[src/rtl/sd_blk_pkg.sv]
// Shared types and constants for the sd_lba/sd_rd/sd_wr/sd_ack block responder.
package sd_blk_pkg;

  localparam int BLK_BYTES = 512;
  localparam int BLK_SHIFT = 9;
  localparam int ACK_GAP   = 2;

  typedef enum logic [2:0] {
    IDLE,
    RD_REQ,
    RD_WAIT,
    RD_PUSH,
    WR_ADDR,
    WR_LAT,
    WR_MEM,
    DONE
  } state_t;

  // A request is serviced without touching memory when no image is present
  // or the block lies beyond the end of the image.
  function automatic logic out_of_range(input logic        mounted,
                                        input logic [31:0] lba,
                                        input logic [31:0] blocks);
    return !mounted || (lba >= blocks);
  endfunction

endpackage

[src/rtl/sd_block_responder.sv]
// Services one 512-byte block per sd_rd/sd_wr request against a byte-wide
// backing image memory. Reads push bytes into the initiator's buffer, writes
// pull bytes from it. Out-of-range requests still run the full handshake but
// never touch memory.
module sd_block_responder
  import sd_blk_pkg::*;
#(
  parameter int ADDR_W  = 24,
  parameter int DIN_LAT = 1
) (
  input  logic              clk,
  input  logic              reset,
  input  logic [31:0]       sd_lba,
  input  logic              sd_rd,
  input  logic              sd_wr,
  output logic              sd_ack,
  output logic [8:0]        sd_buff_addr,
  output logic [7:0]        sd_buff_dout,
  output logic              sd_buff_wr,
  input  logic [7:0]        sd_buff_din,
  input  logic              img_mounted,
  input  logic [31:0]       img_blocks,
  output logic [ADDR_W-1:0] mem_addr,
  output logic              mem_rd,
  output logic              mem_wr,
  output logic [7:0]        mem_wdata,
  input  logic [7:0]        mem_rdata,
  input  logic              mem_ready
);

  localparam int LAT_W = (DIN_LAT > 1) ? $clog2(DIN_LAT) : 1;

  state_t             state, state_next;
  logic [9:0]         cnt;        // bit 9 set once the whole block is done
  logic [ADDR_W-1:0]  base;
  logic               oor;
  logic [7:0]         rdata_q;
  logic [7:0]         wdata_q;
  logic [LAT_W-1:0]   lat_cnt;
  logic [1:0]         gap_cnt;

  logic accept, cnt_inc, cap_rd, cap_wr;
  logic last, lat_done, gap_done;

  assign last     = (cnt == 10'(BLK_BYTES - 1));
  assign lat_done = (int'(lat_cnt) == DIN_LAT - 1);
  assign gap_done = (int'(gap_cnt) == ACK_GAP - 1);

  assign sd_buff_addr = cnt[BLK_SHIFT-1:0];
  assign sd_buff_dout = rdata_q;
  assign mem_wdata    = wdata_q;
  assign mem_addr     = base + ADDR_W'(cnt[BLK_SHIFT-1:0]);

  // State register.
  always_ff @(posedge clk) begin
    // NOTE: sequential state uses non-blocking assignments so every flop
    // samples the pre-edge values, independent of block evaluation order.
    if (reset) state <= IDLE;
    else       state <= state_next;
  end

  // Next-state logic and Moore-style handshake outputs.
  always_comb begin
    // NOTE: every signal gets a default before the case so no path can
    // leave one unassigned and infer a latch.
    state_next = state;
    accept     = 1'b0;
    cnt_inc    = 1'b0;
    cap_rd     = 1'b0;
    cap_wr     = 1'b0;
    sd_ack     = 1'b0;
    sd_buff_wr = 1'b0;
    mem_rd     = 1'b0;
    mem_wr     = 1'b0;

    case (state)
      IDLE: begin
        // Read wins when both requests are raised together.
        if (sd_rd) begin
          accept     = 1'b1;
          state_next = RD_REQ;
        end else if (sd_wr) begin
          accept     = 1'b1;
          state_next = WR_ADDR;
        end
      end

      RD_REQ: begin
        sd_ack     = 1'b1;
        mem_rd     = !oor;
        state_next = RD_WAIT;
      end

      RD_WAIT: begin
        sd_ack = 1'b1;
        mem_rd = !oor;
        if (oor || mem_ready) begin
          cap_rd     = 1'b1;
          state_next = RD_PUSH;
        end
      end

      RD_PUSH: begin
        sd_ack     = 1'b1;
        sd_buff_wr = 1'b1;
        cnt_inc    = 1'b1;
        state_next = last ? DONE : RD_REQ;
      end

      WR_ADDR: begin
        sd_ack = 1'b1;
        // A zero-latency buffer port has din valid alongside the address.
        if (DIN_LAT == 0) begin
          cap_wr     = 1'b1;
          state_next = WR_MEM;
        end else begin
          state_next = WR_LAT;
        end
      end

      WR_LAT: begin
        sd_ack = 1'b1;
        if (lat_done) begin
          cap_wr     = 1'b1;
          state_next = WR_MEM;
        end
      end

      WR_MEM: begin
        sd_ack = 1'b1;
        mem_wr = !oor;
        if (oor || mem_ready) begin
          cnt_inc    = 1'b1;
          state_next = last ? DONE : WR_ADDR;
        end
      end

      DONE: begin
        // ack stays low here so the initiator always sees the falling edge.
        if (gap_done) state_next = IDLE;
      end

      default: state_next = IDLE;
    endcase
  end

  // Request latch, byte counter, data capture and latency/gap timers.
  always_ff @(posedge clk) begin
    if (reset) begin
      cnt     <= '0;
      base    <= '0;
      oor     <= 1'b0;
      rdata_q <= '0;
      wdata_q <= '0;
      lat_cnt <= '0;
      gap_cnt <= '0;
    end else begin
      if (accept) begin
        cnt  <= '0;
        base <= ADDR_W'({sd_lba, BLK_SHIFT'(0)});
        oor  <= out_of_range(img_mounted, sd_lba, img_blocks);
      end else if (cnt_inc) begin
        cnt <= cnt + 10'd1;
      end

      if (cap_rd) rdata_q <= oor ? 8'h00 : mem_rdata;
      if (cap_wr) wdata_q <= sd_buff_din;

      lat_cnt <= (state == WR_LAT) ? lat_cnt + LAT_W'(1) : '0;
      gap_cnt <= (state == DONE)   ? gap_cnt + 2'd1      : '0;
    end
  end

endmodule

[config.mk]
export PLATFORM = sky130hd
export DESIGN_NAME = sd_block_responder
export DESIGN_NICKNAME = d
export VERILOG_FILES = /design/src/rtl/sd_blk_pkg.sv /design/src/rtl/sd_block_responder.sv
export SDC_FILE = /design/constraint.sdc
export NUM_CORES = 1
export LEC_CHECK = 0
export BUFFER_PORTS_ARGS = -buffer_cell sky130_fd_sc_hd__buf_2
export CAP_MARGIN = 5
export CORE_ASPECT_RATIO = 1.2
export CORE_UTILIZATION = 50
export CTS_BUF_LIST = sky130_fd_sc_hd__clkbuf_8
export DETAILED_ROUTE_END_ITERATION = 10
export HOLD_SLACK_MARGIN = 0.08
export MAX_ROUTING_LAYER = met4
export PLACE_DENSITY = 0.86
export SETUP_SLACK_MARGIN = 0.4
export SYNTH_ARGS = -nofsm -noshare
export SYNTH_HDL_FRONTEND = slang
export SYNTH_SLANG_ARGS = --single-unit
[constraint.sdc]
create_clock -name clk -period 4.44 [get_ports clk]
set_input_delay 0.444 -clock clk [delete_from_list [all_inputs] [get_ports clk]]
set_output_delay 0.444 -clock clk [all_outputs]
set_load 0.03 [all_outputs]
Word-level counts from Yosys, hierarchy flattened
Cells that the tools add are included.
{"block": "word_totals", "regBits": 48, "in_bits": 86, "out_inout_bits": 53}
{"block": "classes", "add_sub_neg": 4, "n_lt_le_gt_ge": 1, "eq_ne": 14, "mux": 22, "bitwise": 2, "reduce_logical": 11}
{"operator": "$ge 32x32->1", "count": 1}
{"operator": "$add 24x9->24", "count": 1}
{"operator": "$pmux 3 s8", "count": 1}
{"operator": "$mux 3", "count": 7}
{"operator": "$eq 3x3->1 const B", "count": 4}
{"operator": "$mux 1", "count": 11}
{"operator": "$add 10x1->10 const B", "count": 1}
{"operator": "$eq 10x9->1 const B", "count": 1}
{"operator": "$mux 8", "count": 1}
{"operator": "$ne 2x2->1 const B", "count": 4}
{"operator": "$reduce_or 2->1", "count": 4}
{"operator": "$eq 3x2->1 const B", "count": 2}
{"operator": "$reduce_or 6->1", "count": 1}
{"operator": "$reduce_and 5->1", "count": 1}
{"operator": "$eq 3x1->1 const B", "count": 1}
{"operator": "$logic_not 3->1", "count": 1}
{"operator": "$ne 3x3->1 const B", "count": 1}
{"operator": "$add 2x1->2 const B", "count": 1}
{"operator": "$eq 2x2->1 const B", "count": 1}
{"operator": "$logic_not 1->1", "count": 2}
{"operator": "$logic_or 1x1->1", "count": 2}
{"operator": "$mux 2", "count": 1}
{"operator": "$not 1->1", "count": 2}
{"operator": "$pmux 1 s2", "count": 1}
{"operator": "$add 1x1->1 const B", "count": 1}

Longest topological paths before layout
{"block": "depth", "ltp_word": 4, "mapped_depth": 7, "mapped_depth_nobuf": 7}

Worst setup path after synthesis
No wires, ideal clock.
{"block": "synth_path", "path_kind": "reg2out", "start": "reg state[1]", "end": "out mem_wr", "t_arrival_ps": 1518, "required_time_ps": 3996, "slack_ps": 2478, "stages_incl_launch_ff": 4, "n_path_buf": 2, "path_cell_list": "dfxtp_1 buf_2 buf_1 nor3b_1"}
{"block": "synth_via", "elab_chain_len": 2}
{"element": "start: declaration", "line_no": "sd_block_responder.sv:33", "source": "state_t state, state_next;"}
{"element": "start signal: assignment", "line_no": "sd_block_responder.sv:59", "source": "else state <= state_next;"}
{"element": "$eq 3x3->1", "line_no": "sd_block_responder.sv:76", "source": "case (state)"}
{"element": "$mux 1", "line_no": "sd_block_responder.sv:76"}
{"element": "end: declaration", "line_no": "sd_block_responder.sv:25", "source": "output logic mem_wr,"}
No other way between the ends.

Worst setup path after layout
{"block": "layout_path", "start": "reg state[2]", "end": "out mem_wr"}
The elaborated chain is that of the path after synthesis.

==> out/results.txt <==
Clock latency on the worst-skew pair: 300 ps
Failing checks: design-rule violations
Die ar.: 0.006028 mm²
Power Dens Cells: 366.6 mW/mm²
Antenna Nets Post-Route: 0
Clock share of power: 24.6%
Num CTS Buffers: 5
Layout Nets: 606
CTS Root Buffer Type: clkbuf_8
Post-synth EDFFs: 0
Hold Violations, Final: 0
Comb pwr share: 34.4%
CP max stage delay: 610 ps
Overall die width: 71.05 µm
Yosys warnings: 0
Primary FF master, synth: dfxtp_1
Maxcap violations: 0
Layout cells sized above 1: 30.80%
Hold Crit Start: sd_buff_din[2]
Mapped Nets: 492
Post-synth ARST share: 0%
Internal power: 0.8025 mW
H-tree Lvls: 2
Post-CTS setup buffers: 0
Fillcell total: 508
Layout Utilization: 65.80%
Vias/cell: 5.264
Sequential Power Share: 41.0%
Antenna violations before repair: 0
Net load switching power: 0.5016 mW
Global Route Usage Sum: 24.26%
Endpoints failing setup: 0
Initial Util: 52.90%
Vias in the first global route: 2,837
Area delta synth->final: 24.37%
Period utilization: 45.95%
Vias: 2,890
Post-cts resize count: 0
Tmin final: 2040 ps
Worst endpoint required time: 4000 ps
First-pass GRT wire length: 11.51 mm
Most Crowded Layer GR: met2
I/O pin cnt: 139
Netlist cell types: 46
Hold path endpoint: mem_wdata[2]
Netlist Area Pre-Place: 0.002860 mm²
Hold Crit Class: in2reg
Core area: 0.005406 mm²
Max VDD drop: 208.5 µV
GPL Wtd Cong: 0.8931
RSZ-0062 raised after global routing: false
Static Leak: 1.826 nW
Area leader, netlist: dfxtp_1
Arrival time at the worst endpoint: 1600 ps
Crit Reg-Reg Startpoint: state[1]
Cts-stage hold buffer count: 0
FF+latch count, synth: 48
CP Class: reg2out
Top post-synthesis cells by area: dfxtp_1 (34%), ha_1 (15%), nand2_1 (9.1%)
Final setup TNS: 0 ps
Skew final: 10.67 ps
Worst reg2reg endpoint: oor
Startpoint Class: flip-flop
DPL Wire Length: 5.511 mm
Register-to-Register Path Depth: 5
# port buffers: 138
CTS sink count: 48
Hold Path Depth: 3
GRT overflow: 0
CTS tree: built
Synth Instances: 372
# diodes: 0
DRT iter0 DRCs: 172
Max Clock Freq: 490.2 MHz
Global Route met3 Usage: 5.701%
Worst relative slew slack: 46.56%
Detailed Route WL: 6.799 mm
Pin count of the biggest net entering global routing: 39
Die span in y: 84.85 µm
Crit path max fanout: 15
Synth top area share: 33.60%
Sw Ratio: 38.46%
CTS max path bufs: 2
Sequential share of the synthesized area: 33.60%
Worst reg2reg setup slack: 2470 ps
Crit-path cells: nand2b_1, nor3b_1, buf_2
Residual DRC: 5
DR pass1 iterations: 9
Core Rows: 29
Worst-path clk slew: 100 ps
WL per Instance: 12.38 µm
GR Layer Usage met1: 24.65%
Avg Synthesized Cell Area: 7.689 µm²
CP max-delay cell: dfxtp_1
Least-Margin Pin Slew: 795.5 ps
Status: finished, violations left
Final Max Slew Viols: 0
Met2 usage: 45.37%
Crit path capture type: primary output
-- sequential cells by signal (all words and copies together), names as in the netlist --
name,flops
lat_cnt,1
cnt,10
gap_cnt,2
state,3
sd_buff_dout,8
base,15
oor,1
mem_wdata,8
-- critical path, delay by kind of cell, from the launching register on --
kind,cells,cell delay [ps]
buffers and inverters,1,240
DFF,1,610
and+or+nand+nor,2,450
-- power by group through the flow --
stage,Combinational [mW],Sequential [mW],Clock [mW]
final,0.448,0.535,0.321
after global routing,0.498,0.544,0.349
after CTS,0.450,0.535,0.328
after detailed placement,0.449,0.545,0
after global placement,0.439,0.542,0
after floorplan,0.269,0.586,0
-- metal layers --
metal  up-vias  wire length, µm
li1       1468                -
met1      1288             2689
met2       122             3533
met3        12              435
met4         0              140
met5         -                0
-- cells in the mapped netlist (2+ instances only) --
library cell	instances
dfxtp_1	48
o31ai_1	2
ha_1	34
o21ai_1	2
buf_4	18
nor3_1	6
a21oi_1	47
a21o_1	2
o21ai_0	6
o21a_1	3
xor2_1	5
buf_2	2
inv_1	33
nor2_1	20
or3_1	3
and2_1	2
nand2_1	69
nand3_1	18
nand4_1	7
nand2b_1	6
a221oi_1	2
or4_1	2
clkbuf_1	10
and3_1	3
-- through the flow --
step                instance area [µm²]  cells  worst slack (ps)  total power, mW  hold WS [ps]
finish                             3557    549              2400            1.304         370.8
global route                       3557    549              2243            1.391         367.6
CTS                                3557    549              2400            1.313         369.7
detailed placement                 3442    541              2341           0.9936         417.6
global placement                   3442    541              2393           0.9810         407.8
floorplan                          2860    372              2478           0.8547         398.8
-- cell type report --
class	instances	area (µm²)	share of cell area (%)
Clock buffer	5	68.82	1.935
Inverter	34	127.6	3.588
Tap cell	62	77.57	2.181
Clock inverter	3	46.29	1.301
Timing Repair Buffer	138	690.7	19.42
Sequential cell	48	960.9	27.01
Multi-Input combinational cell	259	1585	44.57
-- cells in the final DEF, fill, tap and decap left out, types with 2 or more instances in the layout --
master | synthesis | routed
and3_1 | 3 | 3
xor2_1 | 5 | 5
o21a_1 | 3 | 3
a21o_1 | 2 | 2
inv_1 | 33 | 33
o21ai_0 | 6 | 6
a221oi_1 | 2 | 2
nand2_1 | 69 | 69
and2_1 | 2 | 2
buf_2 | 2 | 138
or4_1 | 2 | 2
nor3_1 | 6 | 6
o31ai_1 | 2 | 2
o21ai_1 | 2 | 2
a21oi_1 | 47 | 47
clkbuf_8 | 0 | 5
nor2_1 | 20 | 20
nand4_1 | 7 | 7
ha_1 | 34 | 34
nand3_1 | 18 | 18
nand2b_1 | 6 | 6
or3_1 | 3 | 3
dfxtp_1 | 48 | 48
-- worst max path at each step --
stage              start  endpoint  slack [ps]  cells past startpoint
2_1_floorplan   state[1]    mem_wr        2480                      3
6_report        state[2]    mem_wr        2400                      3
3_5_place_dp   sd_lba[0]       oor        2340                      8
3_3_place_gp   sd_lba[0]       oor        2390                      8
4_1_cts         state[2]    mem_wr        2400                      3
5_1_grt         state[2]    mem_wr        2240                      3
-- cell families (layout without fill, tap and decap cells) --
group / Yosys count / after routing / synth area share [%]
buffers and inverters: 65 / 180 / 10.98
XOR/XNOR: 6 / 6 / 1.837
flip-flops: 48 / 48 / 33.60
AND/OR/NAND/NOR: 145 / 145 / 23.45
adder cells (fa/ha/maj): 34 / 34 / 14.87
AO/OA/AOI/OAI: 74 / 74 / 15.27
Power figures use the tool's default switching activity.
